<file path="config.mk">
export PLATFORM = sky130hd
export DESIGN_NAME = rx_activity_blink
export DESIGN_NICKNAME = d
export VERILOG_FILES = /design/src/rtl/rx_activity_blink.sv
export SDC_FILE = /design/constraint.sdc
export NUM_CORES = 1
export LEC_CHECK = 0
export CAP_MARGIN = 20
export CORE_ASPECT_RATIO = 1.75
export CORE_MARGIN = 3
export CORE_UTILIZATION = 60
export DETAILED_ROUTE_END_ITERATION = 10
export PLACE_DENSITY = 0.8
export SYNTH_ARGS = -nofsm -noshare
export SYNTH_HDL_FRONTEND = slang
export SYNTH_SLANG_ARGS = --single-unit
</file>
<file path="constraint.sdc">
create_clock -name clk -period 4.35 [get_ports clk]
set_input_delay 0.87 -clock clk [delete_from_list [all_inputs] [get_ports clk]]
set_output_delay 0.87 -clock clk [all_outputs]
set_load 0.05 [all_outputs]
</file>
<file path="src/rtl/rx_activity_blink.sv">
// Receive-activity LED blinker: each accepted rx_ok rising edge produces one
// ON/OFF blink measured in prescaled ticks; activity during a blink queues one more.
module rx_activity_blink #(
  parameter int PRESCALE_DIV = 50000,
  parameter int ON_TICKS     = 30,
  parameter int OFF_TICKS    = 30
) (
  input  logic       clk,
  input  logic       rst,
  input  logic       c_done,
  input  logic       rx_ok,
  output logic       blink_on_time,
  output logic       busy,
  output logic [7:0] rx_cnt
);

  // Width floors at 1 so single-valued bounds still get a legal vector.
  localparam int PW   = (PRESCALE_DIV > 1) ? $clog2(PRESCALE_DIV) : 1;
  localparam int TMAX = (ON_TICKS > OFF_TICKS) ? ON_TICKS : OFF_TICKS;
  localparam int TW   = (TMAX > 1) ? $clog2(TMAX) : 1;

  localparam logic [PW-1:0] PRE_LAST = PW'(PRESCALE_DIV - 1);
  localparam logic [TW-1:0] ON_LAST  = TW'(ON_TICKS - 1);
  localparam logic [TW-1:0] OFF_LAST = TW'(OFF_TICKS - 1);

  typedef enum logic [1:0] {IDLE, ON, OFF} state_t;

  state_t          state, state_nxt;
  logic            pending, pending_nxt;
  logic [PW-1:0]   presc;
  logic [TW-1:0]   tick_cnt;
  logic            rx_ok_d;
  logic            acc_edge;
  logic            tick;

  assign acc_edge = rx_ok & ~rx_ok_d & c_done;
  assign tick     = (state != IDLE) && (presc == PRE_LAST);

  always_comb begin
    state_nxt   = state;
    pending_nxt = pending;
    if (!c_done) begin
      state_nxt   = IDLE;
      pending_nxt = 1'b0;
    end else begin
      unique case (state)
        IDLE: if (acc_edge) state_nxt = ON;
        ON: begin
          if (acc_edge) pending_nxt = 1'b1;
          if (tick && tick_cnt == ON_LAST) state_nxt = OFF;
        end
        OFF: begin
          if (tick && tick_cnt == OFF_LAST) begin
            // Edge on the final OFF cycle counts the same as a queued one.
            if (pending || acc_edge) begin
              state_nxt   = ON;
              pending_nxt = 1'b0;
            end else begin
              state_nxt   = IDLE;
            end
          end else if (acc_edge) begin
            pending_nxt = 1'b1;
          end
        end
        default: state_nxt = IDLE;
      endcase
    end
  end

  always_ff @(posedge clk) begin
    if (rst) begin
      state         <= IDLE;
      pending       <= 1'b0;
      presc         <= '0;
      tick_cnt      <= '0;
      rx_ok_d       <= 1'b0;
      rx_cnt        <= 8'd0;
      blink_on_time <= 1'b0;
      busy          <= 1'b0;
    end else begin
      state         <= state_nxt;
      pending       <= pending_nxt;
      rx_ok_d       <= rx_ok;
      blink_on_time <= (state_nxt == ON);
      busy          <= (state_nxt != IDLE);
      if (acc_edge) rx_cnt <= rx_cnt + 8'd1;
      // Restarting the prescaler on every transition keeps phase lengths exact.
      if (state_nxt != state || state == IDLE) begin
        presc    <= '0;
        tick_cnt <= '0;
      end else if (tick) begin
        presc    <= '0;
        tick_cnt <= tick_cnt + TW'(1);
      end else begin
        presc    <= presc + PW'(1);
      end
    end
  end

endmodule

</file>
==> impl_metrics.json <==
{
  "cts_tree": "yes",
  "cp_common_cell": "a21oi_1",
  "switching_share": 0.2154,
  "crit_arrival_ns": 2.74,
  "synth_mux_area_frac": 0.02061,
  "synthAdderAreaFrac": 0.03053,
  "pin_count": 14,
  "cp_cell_sequence": "clkdlybuf4s50_1, nand2b_1, a21oi_1, o21ai_1, a21oi_1",
  "yosysTopAreaCell": "dfxtp_1",
  "r2r_start": "presc[0]",
  "slowest_delay_ns": 0.56,
  "critPathRequiredTime_ns": 4.55,
  "synth_compound_area_frac": 0.1053,
  "setup-tns-final_ns": 0,
  "drc": 0,
  "regArea_um2": 700.7,
  "synthArstFlopShare": 0,
  "maxSlewHeadroom": 0.3439,
  "holdCritPathClass": "reg2reg",
  "start_kind": "primary input",
  "numCtsBuffers": 5,
  "finalCritPeriodShare": 0.5824,
  "rrSetupSlack_ns": 1.93,
  "slowest_stage": "clkdlybuf4s50_1",
  "final-max-slew-violation-count": 0,
  "place.detailed.hpwl_mm": 2.222,
  "clkPwrFrac": 0.375,
  "dr.pass1.iters": 4,
  "crit_family": "compound AO/OA/AOI/OAI gates",
  "power_density_nw_per_um2": 305.2,
  "synth_most_common_cell": "dfxtp_1",
  "crit_type": "in2reg",
  "fin_util": 0.7181,
  "cap_violations": 0,
  "synth_xor_area_frac": 0.1015,
  "power_w": 0.0005594,
  "ant_nets": 0,
  "insertion_delay_ns": 0.29,
  "ys_ff_latch": 35,
  "hold_path_end": "presc[0]",
  "syn_nets": 191,
  "synth_top_area_share": 0.4275,
  "pre_cts_ws_ns": 1.497,
  "gp_congestion": 0.8248,
  "rsz0062_at_grt": "false",
  "num-fill-cells": 191,
  "synthSimpleGateAreaFrac": 0.2756,
  "first_global_vias": 1235,
  "antenna_found_initial": 0,
  "fin_skew_ns": 0.01103,
  "avgSynthCellArea_um2": 8.957,
  "vias_per_cell": 5.910,
  "synth-edff-count": 0,
  "path_buf_inv": 1,
  "worst_slack_ns": 1.817,
  "pwr-share-comb": 0.043,
  "drtIter0Drc": 30,
  "status": "complete, no violations",
  "drive_gt1_frac": 0.08205,
  "grt.total_usage": 0.2021,
  "multi_input_area_um2": 874.6,
  "synth_top_family_by_area": "simple AND/OR/NAND/NOR gates",
  "ys_types": 39,
  "h-tree-depth": 2,
  "critical_path.max_fanout": 15,
  "ys_warn_count": 0,
  "r2r-end": "presc[6]",
  "netlist_instances": 183,
  "cts.reportedPaths.clkPinSlew_ns": 0.06,
  "root_buffer": "clkbuf_8",
  "ys_seq_area_frac": 0.4275,
  "clockBufferDepth": 2,
  "die_h_um": 75.14,
  "netlist_area_um2": 1639,
  "internal_power_w": 0.0004389,
  "ys.flop_type": "dfxtp_1",
  "cts_hold_buf": 0,
  "worstHoldPathCells": 1,
  "drt-total-wl_mm": 3.007,
  "worst_slew_pin_slew_ns": 0.9776,
  "power_switching_w": 0.0001205,
  "setup_viol": 0,
  "rows": 24,
  "p_leak_nw": 0.5678,
  "fmax_ghz": 0.3947,
  "wl_per_cell_um": 13.61,
  "synth.area.top_cells": "dfxtp_1, xnor2_1, nor2_1",
  "antenna_cells": 0,
  "postCtsSetupRepairBufs": 0,
  "syn_to_final_growth_pct": 11.83,
  "hold_viol": 0,
  "io_buffers": 13,
  "grt_start_max_net_pins": 16,
  "rr_worst_depth": 5,
  "grt_pass1_wl_mm": 5.043,
  "fp.dieArea_um2": 3420,
  "end_kind": "flop",
  "min_period_ns": 2.533,
  "synthTopCellsByCount": "dfxtp_1, nor2_1, xnor2_1",
  "die_w_um": 45.51,
  "num_vias": 1306,
  "cts.sinks": 35,
  "postCtsResizedCells": 0,
  "gr-total-overflow": 0,
  "start_util": 0.6422,
  "power_frac_seq": 0.582,
  "vdd.ir_drop.worst_uv": 250.5,
  "hold_start": "presc[0]",
  "coreArea_um2": 2552,
  "finish.net_count": 204
}
## per-stage QoR
stage	cells	instance area [µm²]	hold WS (ns)
floorplan	183	1639	0.4299
global placement	215	1760	0.4466
detailed placement	215	1760	0.4549
CTS	221	1833	0.4688
global route	221	1833	0.4971
finish	221	1833	0.4711
## registers in the layout, summed over array words and instances, names as in the netlist
name	count
pending	1
presc	16
blink_on_time	1
state	2
busy	1
rx_cnt	8
rx_ok_d	1
tick_cnt	5
## power by group through the flow
stage | Sequential, W | Combinational [W] | Clock [W]
3_5_place_dp | 0.000333 | 0.0000241 | 0
4_1_cts | 0.000326 | 0.0000241 | 0.000219
6_report | 0.000326 | 0.0000240 | 0.000210
5_1_grt | 0.000326 | 0.0000257 | 0.000230
3_3_place_gp | 0.000333 | 0.0000236 | 0
2_1_floorplan | 0.000337 | 0.0000113 | 0
## cell families after synthesis
logic type               after synthesis
flip-flops                            35
XOR/XNOR                              19
adder cells (fa/ha/maj)                4
buffers and inverters                 13
AND/OR/NAND/NOR                       84
multiplexers                           3
AO/OA/AOI/OAI                         25
## worst reg2reg max path, cell delays in order, from the launching register on
cell and delay [ns]:
dfxtp_1 0.38, ha_1 0.24, and3_1 0.21, nand3_1 0.38, o21ai_1 0.93, nor2_1 0.13
## worst max-delay path by stage
stage          startpoint        end  slack [ns]  cells after the start
2_1_floorplan         rst  presc[13]        2.26                      6
3_5_place_dp          rst  presc[15]        1.50                      5
3_3_place_gp          rst  presc[15]        1.61                      5
4_1_cts               rst  presc[15]        1.81                      5
5_1_grt               rst  presc[15]        1.60                      5
6_report              rst  presc[15]        1.82                      5
## layout make-up
cell class | count | share of cell area
Multi-Input combinational cell | 135 | 0.4771
Sequential cell | 35 | 0.3823
Timing Repair Buffer | 13 | 0.07099
Clock buffer | 6 | 0.03959
Tap cell | 26 | 0.01775
Inverter | 6 | 0.01229
## cell usage in the layout, fill, tap and decap left out, types with 2 or more instances in the layout
master           instances
o31ai_1                  5
nor2_1                  26
nand2_1                  9
or4_4                    2
dfxtp_1                 35
o21ai_0                  3
ha_1                     4
xnor2_1                 13
a21oi_1                 11
clkdlybuf4s50_1         13
inv_1                    6
xor2_1                   6
a211oi_1                 2
nand3_1                  9
nand4_1                  6
or4_1                    3
and3_1                   3
nor3_1                   8
mux2_2                   3
clkbuf_8                 5
nor4_1                   2
or3_1                    3
nand2b_1                 2
## routing by layer
metal  global-route usage  wire (µm)  up-vias
li1                     -          -      665
met1               0.2104       1249      610
met2               0.3421       1582       21
met3              0.05263         80       10
met4               0.1336         94        0
met5                    0          0        -
Note: power is estimated with default switching activity, not from simulation.
